`src/rtl/delay_time_controller_if.sv`:
```
// Configuration handshake bundle for delay_time_controller.
//   cfg_valid        : host requests a new target/step
//   cfg_ready        : controller accepts; transfer when cfg_valid && cfg_ready
//   cfg_target_delay : requested delay in samples (clamped by the controller)
//   cfg_step         : maximum change of the live delay per audio sample
// Modports: master = host/register block side, slave = controller side.
interface delay_time_controller_if #(
  parameter int unsigned ADDR_WIDTH = 16,
  parameter int unsigned STEP_WIDTH = 8
);
  logic                  cfg_valid;
  logic                  cfg_ready;
  logic [ADDR_WIDTH-1:0] cfg_target_delay;
  logic [STEP_WIDTH-1:0] cfg_step;

  modport master (
    output cfg_valid,
    output cfg_target_delay,
    output cfg_step,
    input  cfg_ready
  );

  modport slave (
    input  cfg_valid,
    input  cfg_target_delay,
    input  cfg_step,
    output cfg_ready
  );
endinterface

```
`src/rtl/delay_time_controller.sv`:
```
// Delay-length sequencer for the circular-buffer delay line.
// Latches a clamped target delay and a slew step from the cfg handshake and moves the live
// delay toward the target, at most one step per audio sample, to avoid clicks on changes.
//
// Ports:
//   clk            : system clock
//   reset          : synchronous, active-high reset
//   sample_valid   : audio sample strobe (one cycle per sample)
//   freeze         : hold the current delay and pause any glide
//   cfg            : configuration handshake (slave modport)
//   delay_samples  : live delay to the buffer (registered)
//   ramp_active    : high while gliding toward the target
//   target_reached : one-cycle pulse when delay_samples lands on the target
//
// Build option: define DELAY_CTRL_SLEW_EN for the stepped glide. Without it, a pending target
// is applied whole on the next unfrozen sample and ramp_active is tied low.
module delay_time_controller #(
  parameter int unsigned ADDR_WIDTH = 16,
  parameter int unsigned STEP_WIDTH = 8,
  parameter int unsigned MIN_DELAY  = 1
) (
  input  logic                   clk,
  input  logic                   reset,
  input  logic                   sample_valid,
  input  logic                   freeze,
  delay_time_controller_if.slave cfg,
  output logic [ADDR_WIDTH-1:0]  delay_samples,
  output logic                   ramp_active,
  output logic                   target_reached
);

  typedef enum logic [1:0] {
    StIdle,
    StRamp,
    StHold
  } state_e;

  localparam logic [ADDR_WIDTH-1:0] MinDelay = ADDR_WIDTH'(MIN_DELAY);
  localparam logic [STEP_WIDTH-1:0] StepOne  = STEP_WIDTH'(1);

  state_e                state_q, state_d;
  logic [ADDR_WIDTH-1:0] delay_q, delay_d;
  logic [ADDR_WIDTH-1:0] target_q, target_d;
  logic [STEP_WIDTH-1:0] step_q, step_d;
  logic                  reached_q, reached_d;
  logic                  xfer;
  logic [ADDR_WIDTH-1:0] cfg_target_clamped;

  // Ready whenever out of reset; retargeting mid-glide is allowed.
  assign cfg.cfg_ready = ~reset;
  assign xfer          = cfg.cfg_valid & cfg.cfg_ready;

  // Upper bound is implicit in the port width; only the lower bound needs clamping.
  assign cfg_target_clamped = (cfg.cfg_target_delay < MinDelay) ? MinDelay
                                                                 : cfg.cfg_target_delay;

  always_comb begin : cfg_latch
    target_d = target_q;
    step_d   = step_q;
    if (xfer) begin
      target_d = cfg_target_clamped;
      step_d   = (cfg.cfg_step == '0) ? StepOne : cfg.cfg_step;
    end
  end

`ifdef DELAY_CTRL_SLEW_EN
  localparam int unsigned ExtWidth = ADDR_WIDTH + 1;

  logic [ExtWidth-1:0]   tgt_ext, dly_ext, step_ext, diff;
  logic                  going_up;
  logic [ADDR_WIDTH-1:0] stepped_delay;

  // One glide step from the currently latched target/step; a transfer in the same cycle only
  // affects the following sample. Moving by step only when diff > step keeps the sum in range,
  // so the truncating casts never wrap and the result never overshoots.
  always_comb begin : glide_step
    tgt_ext  = {1'b0, target_q};
    dly_ext  = {1'b0, delay_q};
    step_ext = ExtWidth'(step_q);
    going_up = (tgt_ext > dly_ext);
    diff     = going_up ? (tgt_ext - dly_ext) : (dly_ext - tgt_ext);
    if (diff <= step_ext) begin
      stepped_delay = target_q;
    end else if (going_up) begin
      stepped_delay = ADDR_WIDTH'(dly_ext + step_ext);
    end else begin
      stepped_delay = ADDR_WIDTH'(dly_ext - step_ext);
    end
  end

  always_comb begin : fsm
    logic [ADDR_WIDTH-1:0] next_delay;
    state_d    = state_q;
    delay_d    = delay_q;
    reached_d  = 1'b0;
    next_delay = delay_q;
    if (freeze) begin
      // Freeze wins over sample_valid; transfers are still latched by cfg_latch.
      state_d = StHold;
    end else begin
      unique case (state_q)
        StIdle: begin
          if (xfer && (cfg_target_clamped == delay_q)) begin
            reached_d = 1'b1;
          end else if (target_d != delay_q) begin
            state_d = StRamp;
          end
        end
        StRamp: begin
          if (sample_valid) begin
            next_delay = stepped_delay;
          end
          delay_d = next_delay;
          // Compare against target_d so a same-cycle retarget keeps the glide going.
          if (next_delay == target_d) begin
            state_d   = StIdle;
            reached_d = 1'b1;
          end
        end
        StHold: begin
          state_d = (delay_q != target_d) ? StRamp : StIdle;
        end
        default: begin
          state_d = StIdle;
        end
      endcase
    end
  end

  assign ramp_active = (state_q == StRamp);
`else
  always_comb begin : fsm
    state_d   = state_q;
    delay_d   = delay_q;
    reached_d = 1'b0;
    if (freeze) begin
      state_d = StHold;
    end else begin
      unique case (state_q)
        StIdle: begin
          // A pending target (possibly latched while frozen) jumps in on the next sample.
          if (sample_valid && (target_q != delay_q)) begin
            delay_d   = target_q;
            reached_d = 1'b1;
          end else if (xfer && (cfg_target_clamped == delay_q)) begin
            reached_d = 1'b1;
          end
        end
        default: begin
          state_d = StIdle;
        end
      endcase
    end
  end

  assign ramp_active = 1'b0;
`endif

  always_ff @(posedge clk) begin
    if (reset) begin
      state_q   <= StIdle;
      delay_q   <= MinDelay;
      target_q  <= MinDelay;
      step_q    <= StepOne;
      reached_q <= 1'b0;
    end else begin
      state_q   <= state_d;
      delay_q   <= delay_d;
      target_q  <= target_d;
      step_q    <= step_d;
      reached_q <= reached_d;
    end
  end

  assign delay_samples  = delay_q;
  assign target_reached = reached_q;

endmodule

```
`src/flat_wrapper.sv`:
```
// flat-port wrapper written by rule: the top's interface ports become plain ports
module delay_time_controller_flat 
#(
  parameter int unsigned ADDR_WIDTH = 16,
  parameter int unsigned STEP_WIDTH = 8,
  parameter int unsigned MIN_DELAY  = 1
)
  (clk, reset, sample_valid, freeze, delay_samples, ramp_active, target_reached, cfg_cfg_valid, cfg_cfg_target_delay, cfg_cfg_step, cfg_cfg_ready);
  delay_time_controller_if #(.ADDR_WIDTH(ADDR_WIDTH), .STEP_WIDTH(STEP_WIDTH)) cfg_i ();
  input  logic clk;
  input  logic reset;
  input  logic sample_valid;
  input  logic freeze;
  output logic [ADDR_WIDTH-1:0] delay_samples;
  output logic ramp_active;
  output logic target_reached;
  input wire logic [$bits(cfg_i.cfg_valid)-1:0] cfg_cfg_valid;
  input wire logic [$bits(cfg_i.cfg_target_delay)-1:0] cfg_cfg_target_delay;
  input wire logic [$bits(cfg_i.cfg_step)-1:0] cfg_cfg_step;
  output wire logic [$bits(cfg_i.cfg_ready)-1:0] cfg_cfg_ready;
  assign cfg_i.cfg_valid = cfg_cfg_valid;
  assign cfg_i.cfg_target_delay = cfg_cfg_target_delay;
  assign cfg_i.cfg_step = cfg_cfg_step;
  assign cfg_cfg_ready = cfg_i.cfg_ready;
  delay_time_controller #(.ADDR_WIDTH(ADDR_WIDTH), .STEP_WIDTH(STEP_WIDTH), .MIN_DELAY(MIN_DELAY)) u_core (.clk(clk), .reset(reset), .sample_valid(sample_valid), .freeze(freeze), .cfg(cfg_i), .delay_samples(delay_samples), .ramp_active(ramp_active), .target_reached(target_reached));
endmodule
```
`config.mk`:
```
export PLATFORM = sky130hd
export DESIGN_NAME = delay_time_controller_flat
export DESIGN_NICKNAME = d
export VERILOG_FILES = /design/src/rtl/delay_time_controller_if.sv /design/src/rtl/delay_time_controller.sv /design/src/flat_wrapper.sv
export SDC_FILE = /design/constraint.sdc
export NUM_CORES = 1
export LEC_CHECK = 0
export CAP_MARGIN = 10
export CORE_AREA = 4 4 65 67
export CTS_CLUSTER_DIAMETER = 40
export DETAILED_ROUTE_END_ITERATION = 8
export DIE_AREA = 0 0 69 71
export HOLD_SLACK_MARGIN = 0.1
export PLACE_DENSITY = 0.83
export RECOVER_POWER = 100
export SLEW_MARGIN = 20
export SYNTH_ARGS = -nofsm -noshare
export SYNTH_HDL_FRONTEND = slang
export SYNTH_SLANG_ARGS = --single-unit
```
`constraint.sdc`:
```
create_clock -name clk -period 1.95 [get_ports clk]
set_input_delay 0.39 -clock clk [delete_from_list [all_inputs] [get_ports clk]]
set_output_delay 0.39 -clock clk [all_outputs]
set_load 0.05 [all_outputs]
```
Word level (Yosys, flattened, before mapping)

Index checks and enable logic that the tools add are counted.

Bits in registers: 34
Input port bits: 29
Output and inout port bits: 19

Magnitude comparators: 1
Equality and inequality tests: 3
Mux-type cells: 5
Bitwise logic cells: 4
Reductions and logical operators: 5

Operators by type and width:

| operator                                            | number |
|---|---|
| equality test 16 bit                                | 1 |
| < comparator 16 x 1 -> 1 bit, second input constant | 1 |
| two-way mux 16 bit                                  | 1 |
| inequality test 16 bit                              | 1 |
| two-way mux 2 bit                                   | 2 |
| inverter 1 bit                                      | 3 |
| AND reduction 3 bit                                 | 1 |
| OR reduction 3 bit                                  | 1 |
| logical AND 1 bit                                   | 2 |
| logical NOT 2 bit                                   | 1 |
| two-way mux 1 bit                                   | 2 |
| inequality test 2 bit, second input constant        | 1 |
| AND 1 bit                                           | 1 |

Depth between registers and ports, before layout

Gate-level depths: netlist of run 1.

Depth after elaboration: 6
Depth in mapped cells: 7

Worst setup path after synthesis of run 1

OpenSTA, ideal clock, no wires.

Kind: register to register
Start point: register u_core.delay_q[14], in the netlist u_core.delay_samples[14]
End point: register u_core.delay_q[13], in the netlist u_core.delay_samples[13]
Arrival: 1.758 ns
Required time: 1.830 ns
Slack: 0.072 ns
Stages on the path, launching flop included: 8
Path buffers: 2
Period minus slack after synthesis: 1.878 ns
Cells stage by stage: dfxtp_1 -> xor2_1 -> nor4_1 -> nand4_1 -> and3_1 -> buf_6 -> buf_12 -> mux2i_1

Word-level cells in the longest chain between the ends: 3

Ends and longest elaborated chain:

| element                              | RTL line                     | RTL |
|---|---|---|
| start, declared                      | delay_time_controller.sv:42  | `logic [ADDR_WIDTH-1:0] delay_q, delay_d;` |
| start signal, assigned               | delay_time_controller.sv:162 | `delay_q <= MinDelay;` |
| start signal, assigned               | delay_time_controller.sv:168 | `delay_q <= delay_d;` |
| inequality test 16 bit               | delay_time_controller.sv:142 | `if (sample_valid && (target_q != delay_q)) begin` |
| logical AND 1 bit                    | delay_time_controller.sv:142 |  |
| AND reduction 3 bit (no source line) | --                           |  |

Every way passes these cells.
A chain may end at the register's enable or synchronous reset.

Worst setup path after layout of run 1

Start point: register u_core.reached_q, in the netlist u_core.target_reached
End point: output target_reached

RTL lines:

| element                | RTL line                     | RTL |
|---|---|---|
| start, declared        | delay_time_controller.sv:45  | `logic reached_q, reached_d;` |
| start signal, assigned | delay_time_controller.sv:171 | `reached_q <= reached_d;` |
| end, declared          | flat_wrapper.sv:16           | `output logic target_reached;` |

No word-level cell between the ends.

==> results_dict.tcl, run 1 <==
set metrics [dict create \
    status "finished clean" \
    synth_warnings 0 \
    cp_slowest_cell "dlygate4sd3_1" \
    holdWs_ns 0.4886 \
    synth_flop_cell "dfxtp_1" \
    clk_pin_slew_ns 0.06 \
    crit_fanout 1 \
    coreArea_sq_um 3633 \
    p_clk_frac 0.333 \
    drv_slew 0 \
    fin_crit_sh 0.9490 \
    holdPathStages 2 \
    clock_skew_ns 0.001781 \
    critPathCaptureType "primary output" \
    clock_path_buffers 2 \
    r2r_cells 6 \
    synthTopCellsByCount "34 x dfxtp_1, 32 x nand2_1, 31 x mux2i_1" \
    grt_usage 0.1581 \
    rsz0062_at_grt "no" \
    gp_congestion 0.7426 \
    htreeDepth 2 \
    diodes 0 \
    clk_latency_ns 0.28 \
    ios 48 \
    dieArea_sq_um 4899 \
    startpoint_type "register" \
    grt_antenna_before_repair 0 \
    wl_per_cell_microns 14.01 \
    synth.most_common_cell "dfxtp_1" \
    min_path_type "register to register" \
    worst-setup-path-type "register to primary output" \
    drc 0 \
    die_h_microns 71 \
    cts_tree "yes" \
    syn_area_sq_um 1664 \
    p_sw_uw 402.0 \
    cp.depth 1 \
    combinationalPowerShare 0.169 \
    yosys.area.top_type "dfxtp_1" \
    synthArstFlopShare 0 \
    worstMarginPinSlew_ns 0.5910 \
    vias 1316 \
    root_buffer "clkbuf_8" \
    ys_ff_latch 34 \
    cp_num_buf_inv 1 \
    finalHoldViolCount 0 \
    rows 22 \
    vdd_drop_max_uv 443.9 \
    crit_family "buffers and inverters" \
    setup_violations 0 \
    cts_resized 0 \
    drive_gt1_frac 0.06306 \
    syn_to_final_growth_pct 24.14 \
    reg2reg_slack_ns 0.17 \
    final.setup.tns_ns 0 \
    grt_max_degree 24 \
    maxCapViolations 0 \
    syn_avg_cell_area_sq_um 9.194 \
    p_seq_frac 0.498 \
    drtAntennaViolNets 0 \
    gr-total-overflow 0 \
    slew_headroom 0.6060 \
    clock-sinks 34 \
    synth_edf_count 0 \
    grt_pass1_wl_mm 6.196 \
    multi_input_area_sq_um 913.4 \
    worst_ep_required_time_ns 1.56 \
    first_iter_violations 52 \
    postCtsSetupRepairBufs 0 \
    die_w_microns 69 \
    numPortBuffers 38 \
    synth.distinct_cells 22 \
    utilization 0.5685 \
    routed_wl_mm 3.784 \
    intPower_uw 1109 \
    synth_sequential_area_ratio 0.4090 \
    syn_inst 181 \
    fill_cells 367 \
    synth_top_area_frac 0.4090 \
    max_stage_delay_ns 0.86 \
    firstDrtPassIters 4 \
    layout.nets 252 \
    grt_pass1_vias 1302 \
    fmax_ghz 0.5404 \
    place_hpwl_mm 2.731 \
    synthTopCellsByArea "dfxtp_1 41%, mux2i_1 19%, xor2_1 11%" \
    hold_buffers 0 \
    syn-num-nets 210 \
    floorplan.initialDensity 0.4580 \
    leakagePower_uw 0.0008671 \
    period_minus_slack_ns 1.851 \
    seq_area_sq_um 680.7 \
    swShare 0.2660 \
    cts_inserted_buffers 5 \
    cp.arrival_ns 1.46 \
    power_density_nw_per_um2 731.4 \
    worstPathCellList "dlygate4sd3_1" \
    via_per_inst 4.874 \
]
## flip-flops by register name, indices dropped and copies added (netlist names)
register and count:
u_core.target_q 16, u_core.state_q 1, u_core.delay_samples 16, u_core.target_reached 1
## power by group through the flow
stage	Clock (uW)	Sequential [uW]	Combinational, uW
final	503	753	255
after global routing	550	756	273
after CTS	520	753	267
after detailed placement	0	768	265
after global placement	0	767	262
after floorplan	0	792	140
## cells by family after synthesis
group | synth area share
simple gates | 0.1805
other cells | 0.002253
buf+inv | 0.04210
xor+xnor | 0.1684
mux | 0.1865
compound gates | 0.01128
flops | 0.4090
## layout make-up
| class | instances | area share |
|---|---|---|
| inverters | 1 | 0.001817 |
| flip-flops and latches | 34 | 0.3295 |
| well taps | 48 | 0.02907 |
| clock buffers | 6 | 0.03998 |
| repair buffers | 45 | 0.1575 |
| multi-input cells | 136 | 0.4422 |
## layer usage
layer	part of all wire	GRT usage
met3	0.042	0.03977
met4	0.013	0.07158
met5	0	0
met2	0.45	0.2542
met1	0.49	0.1995
## through the flow
stage               worst slack [ns]  instances  total power (uW)  instance area (sq um)
finish                       0.09950        270              1511                   2066
global route                 0.07582        270              1580                   2066
CTS                           0.1576        270              1539                   2143
detailed placement           0.04992        264              1033                   2061
global placement              0.1091        264              1029                   2061
floorplan                    0.07225        181             931.5                   1664
## cells in the final DEF, fill, tap and decap left out, types with 3 or more instances in the layout
| cell type | count |
|---|---|
| buf_4 | 6 |
| clkbuf_1 | 16 |
| clkbuf_8 | 6 |
| clkdlybuf4s50_1 | 17 |
| dfxtp_1 | 34 |
| dlygate4sd3_1 | 4 |
| mux2i_1 | 31 |
| nand2_1 | 32 |
| nand4_1 | 4 |
| nor2_1 | 18 |
| nor3_1 | 3 |
| nor4_1 | 8 |
| xnor2_1 | 12 |
| xor2_1 | 20 |
## final timing paths
check	from	to
setup / recovery	u_core.target_reached	target_reached
hold / removal	u_core.target_q[5]	u_core.delay_samples[5]
setup reg to reg	u_core.delay_samples[14]	u_core.delay_samples[7]
hold reg to reg	u_core.target_q[5]	u_core.delay_samples[5]
(Power assumes the default switching activity.)
==> inputs of run 2 (changes only) <==
--- a/config.mk
+++ b/config.mk
@@ -6,10 +6,10 @@
 export NUM_CORES = 1
 export LEC_CHECK = 0
 export CAP_MARGIN = 10
-export CORE_AREA = 4 4 65 67
+export CORE_AREA = 5 5 66 68
 export CTS_CLUSTER_DIAMETER = 40
 export DETAILED_ROUTE_END_ITERATION = 8
-export DIE_AREA = 0 0 69 71
+export DIE_AREA = 0 0 71 73
 export HOLD_SLACK_MARGIN = 0.1
 export PLACE_DENSITY = 0.83
 export RECOVER_POWER = 100
==> run 2 against run 1 <==
Net effect:
- power increased by 7.8%
- critical path depth unchanged
- final area increased by 2.1%
- register-to-register slack about the same
- global-route usage decreased by 0.60 points
- largest power group unchanged
==> results_dict.tcl, run 2 (synthesis gave the netlist of run 1 again) <==
set metrics [dict create \
    clk_pin_slew_ns 0.07 \
    worst_ep_required_time_ns 1.56 \
    period_minus_slack_ns 1.856 \
    drtAntennaViolNets 0 \
    wl_per_cell_microns 13.19 \
    worst-setup-path-type "register to primary output" \
    worstMarginPinSlew_ns 0.5984 \
    root_buffer "clkbuf_8" \
    hold_buffers 0 \
    post-route-worst-setup-slack_ns 0.09443 \
    cp.depth 1 \
    numPortBuffers 38 \
    clock_skew_ns 0.006789 \
    drive_gt1_frac 0.06222 \
    vias 1309 \
    p_seq_frac 0.462 \
    leakagePower_uw 0.0008829 \
    grt_max_degree 19 \
    status "finished clean" \
    rows 23 \
    layout.nets 253 \
    fin_crit_sh 0.9516 \
    htreeDepth 2 \
    final.setup.tns_ns 0 \
    slew_headroom 0.6011 \
    dieArea_sq_um 5183 \
    finalHoldViolCount 0 \
    drv_slew 0 \
    die_w_microns 71 \
    floorplan.initialDensity 0.4381 \
    swShare 0.2496 \
    rsz0062_at_grt "no" \
    clk_latency_ns 0.29 \
    combinationalPowerShare 0.157 \
    die_h_microns 73 \
    clock_path_buffers 2 \
    clock-sinks 34 \
    vdd_drop_max_uv 547.0 \
    fmax_ghz 0.5389 \
    routed_wl_mm 3.627 \
    postCtsSetupRepairBufs 0 \
    crit_family "buffers and inverters" \
    cp_num_buf_inv 1 \
    max_stage_delay_ns 0.86 \
    cts_inserted_buffers 5 \
    maxCapViolations 0 \
    r2r_cells 6 \
    setup_violations 0 \
    grt_pass1_wl_mm 6.065 \
    grt_usage 0.1521 \
    ios 48 \
    p_clk_frac 0.381 \
    via_per_inst 4.760 \
    gp_congestion 0.8233 \
    syn_to_final_growth_pct 26.69 \
    gr-total-overflow 0 \
    intPower_uw 1222 \
    grt_antenna_before_repair 0 \
    startpoint_type "register" \
    min_path_type "register to register" \
    place_hpwl_mm 2.752 \
    pre_cts_ws_ns 0.05420 \
    holdPathStages 2 \
    cp_slowest_cell "dlygate4sd3_1" \
    cp.arrival_ns 1.47 \
    final_cell_mix "34 x dfxtp_1, 32 x nand2_1, 31 x mux2i_1" \
    utilization 0.5550 \
    layout_commonest_cell "dfxtp_1" \
    grt_pass1_vias 1270 \
    coreArea_sq_um 3799 \
    power_density_nw_per_um2 772.3 \
    p_sw_uw 406.4 \
    firstDrtPassIters 4 \
    worstPathCellList "dlygate4sd3_1" \
    cts_tree "yes" \
    critPathCaptureType "primary output" \
    drc 0 \
    first_iter_violations 90 \
    crit_fanout 1 \
    diodes 0 \
    cts_resized 0 \
]
## run 2: cell count changes in the layout (fill, tap and decap cells not counted), sizes merged
cell	delta
clkbuf	+1
buf	+1
bufinv	+1
dlygate4sd3	+1
clkdlybuf4s50	-1
## run 2: through the flow
stage	instances	hold slack (ns)	instance area [sq um]	power, uW
6_report	275	0.4880	2108	1628
5_1_grt	275	0.5086	2108	1699
4_1_cts	275	0.4897	2177	1652
3_5_place_dp	267	0.4807	2071	1034
3_3_place_gp	267	0.4712	2071	1030
2_1_floorplan	181	0.4620	1664	931.5
## run 2: layout make-up
type	count	area, sq um
clock inverter	1	30.03
clock buffer	7	76.32
fill	358	1690
inverter	1	3.754
sequential	34	680.7
timing repair buffer	46	341.6
tap	50	62.56
multi-input combinational	136	913.4
## run 2: final timing paths
kind / startpoint / endpoint / slack [ns]
setup / recovery: u_core.target_reached / target_reached / 0.09
hold / removal: u_core.target_q[1] / u_core.delay_samples[1] / 0.49
setup reg to reg: u_core.delay_samples[7] / u_core.delay_samples[14] / 0.17
hold reg to reg: u_core.target_q[1] / u_core.delay_samples[1] / 0.49
## run 2: layer usage
metal | global-route usage | part of all wire | vias up
li1 | - | - | 686
met2 | 0.2327 | 0.46 | 34
met5 | 0 | 0 | -
met4 | 0.05010 | 0.013 | 0
met1 | 0.1993 | 0.46 | 583
met3 | 0.05510 | 0.072 | 6
## run 2: worst min-delay path: stages, from the launching register on
cell     delay [ns]
dfxtp_1        0.33
nand2_1        0.06
mux2i_1        0.06
## run 2: power by group through the flow
stage / combinational, uW / sequential, uW / clock [uW]
6_report: 255 / 752 / 621
5_1_grt: 279 / 756 / 663
4_1_cts: 267 / 752 / 633
3_5_place_dp: 266 / 768 / 0
3_3_place_gp: 264 / 767 / 0
2_1_floorplan: 140 / 792 / 0
==> inputs of run 3 (changes only) <==
--- a/config.mk
+++ b/config.mk
@@ -6,12 +6,14 @@
 export NUM_CORES = 1
 export LEC_CHECK = 0
 export CAP_MARGIN = 10
-export CORE_AREA = 5 5 66 68
+export CORE_AREA = 5 5 59 61
 export CTS_CLUSTER_DIAMETER = 40
 export DETAILED_ROUTE_END_ITERATION = 8
-export DIE_AREA = 0 0 71 73
+export DIE_AREA = 0 0 64 66
+export DONT_BUFFER_PORTS = 1
+export GPL_ROUTABILITY_DRIVEN = 0
 export HOLD_SLACK_MARGIN = 0.1
-export PLACE_DENSITY = 0.83
+export PLACE_DENSITY = 0.8
 export RECOVER_POWER = 100
 export SLEW_MARGIN = 20
 export SYNTH_ARGS = -nofsm -noshare
==> constraint.sdc (replaced) <==
create_clock -name clk -period 1.8 [get_ports clk]
set_input_delay 0.36 -clock clk [delete_from_list [all_inputs] [get_ports clk]]
set_output_delay 0.36 -clock clk [all_outputs]
set_load 0.05 [all_outputs]
==> run 3 against run 2 <==
Net effect:
- power decreased by 11%
- cell count shrank 16%
- register-to-register slack lost 0.06 ns
- final area decreased by 13%
- core utilization increased by 7.4 points
- combinational power down 14%
- global-route usage up 5.7 points
- count of clock-buffer cells in the layout fell by 1
- critical endpoint is now u_core.delay_samples[8]
- largest cell class unchanged
==> results_dict.tcl, run 3 (synthesis gave the netlist of run 1 again) <==
set metrics [dict create \
    clk_latency_ns 0.34 \
    diodes 0 \
    finalHoldViolCount 0 \
    cts_tree "yes" \
    fmax_ghz 0.5903 \
    dieArea_sq_um 4224 \
    final.setup.tns_ns 0 \
    fill_cells 252 \
    final_cell_mix "32 x nand2_1, 31 x mux2i_1, 22 x dfxtp_1" \
    drc 0 \
    period_minus_slack_ns 1.694 \
    rsz0062_at_grt "no" \
    numPortBuffers 0 \
    vias 1382 \
    floorplan.initialDensity 0.5684 \
    postCtsSetupRepairBufs 0 \
    wl_per_cell_microns 18.20 \
    critPathCaptureType "register" \
    setup_violations 0 \
    power_density_nw_per_um2 789.0 \
    crit_fanout 16 \
    worst_ep_required_time_ns 2.01 \
    worst-setup-path-type "register to register" \
    grt_pass1_wl_mm 6.824 \
    clock_skew_ns 0.01288 \
    status "finished clean" \
    startpoint_type "register" \
    routed_wl_mm 4.186 \
    via_per_inst 6.009 \
    layout_commonest_cell "nand2_1" \
    die_w_microns 64 \
    rows 20 \
    drtAntennaViolNets 0 \
    cp.arrival_ns 1.91 \
    maxCapViolations 0 \
    drv_slew 0 \
    coreArea_sq_um 2928 \
    grt_antenna_before_repair 0 \
    root_buffer "clkbuf_4" \
    min_path_type "input port to register" \
    drive_gt1_frac 0.1827 \
    die_h_microns 66 \
    worstMarginPinSlew_ns 0.7244 \
    vdd_drop_max_uv 615.4 \
    grt_max_degree 22 \
    firstDrtPassIters 4 \
    clk_pin_slew_ns 0.10 \
    grt_usage 0.2093 \
    post-route-worst-setup-slack_ns 0.1060 \
    fin_crit_sh 0.9411 \
    slew_headroom 0.5155 \
    first_iter_violations 34 \
    clock-sinks 34 \
    syn_to_final_growth_pct 10.60 \
    cts_inserted_buffers 5 \
    clock_path_buffers 2 \
    htreeDepth 2 \
    ios 48 \
    place_hpwl_mm 3.088 \
    leakagePower_uw 0.0008103 \
    pre_cts_ws_ns 0.1266 \
    grt_pass1_vias 1468 \
    gr-total-overflow 0 \
    layout.nets 227 \
]
[run 3: cell count changes in the layout (fill, tap and decap cells not counted), moves of 3 or more]
cell,previous run,this run
buf_4,5,8
clkbuf_1,19,2
clkbuf_2,1,8
clkbuf_4,0,5
clkbuf_8,5,1
clkdlybuf4s50_1,16,0
dfxtp_1,34,22
dfxtp_2,0,12
dlygate4sd3_1,5,1
[run 3: metal layers]
metal	track usage	vias up	wire, microns
li1	-	639	-
met1	0.2128	653	1505
met2	0.3492	72	2087
met3	0.09184	18	438
met4	0.1299	0	155
met5	0	-	0
[run 3: critical path: stages (launching register included)]
cell and delay (ns):
dfxtp_2 0.33, xor2_1 0.15, nor4_1 0.38, nand4_1 0.16, and3_1 0.21, buf_6 0.18, mux2i_1 0.14
[run 3: cell type report]
type	count	area, sq um	share of cell area
multi-input combinational	136	919.6	0.4997
timing repair buffer	20	128.9	0.07002
tap	33	41.29	0.02243
sequential	34	695.7	0.3780
clock buffer	6	51.30	0.02787
inverter	1	3.754	0.002039
[run 3: worst paths after layout]
path,to,cells past startpoint,slack [ns],startpoint
worst max-delay path,u_core.delay_samples[8],6,0.11,u_core.delay_samples[7]
worst min-delay path,u_core.state_q[1],1,0.15,freeze
worst max register to register,u_core.delay_samples[8],6,0.11,u_core.delay_samples[7]
worst min register to register,u_core.delay_samples[7],2,0.49,u_core.target_q[7]
[run 3: timing repair]
item / CTS / global route
hold buffers: 1 / 0
resized for setup: 0 / 1
endpoints found under the hold margin: 16 / 0
setup endpoints to repair: 0 / 12
[run 3: metrics by stage]
step | hold WS, ns | area, sq um | power [uW] | util | cells
after floorplan | 0.4544 | 1679 | 1011 | - | 181
after global placement | 0.4365 | 1809 | 1032 | 0.6179 | 223
after detailed placement | 0.4365 | 1809 | 1043 | 0.6179 | 223
after CTS | 0.1516 | 1871 | 1455 | 0.6389 | 230
after global routing | 0.1547 | 1841 | 1504 | 0.6286 | 230
final | 0.1508 | 1841 | 1452 | 0.6286 | 230
[run 3: power by group]
group | total (uW) | switching, uW | internal, uW
sequential | 813 | 28.5 | 785
combinational | 219 | 131 | 87.4
clock | 420 | 245 | 176
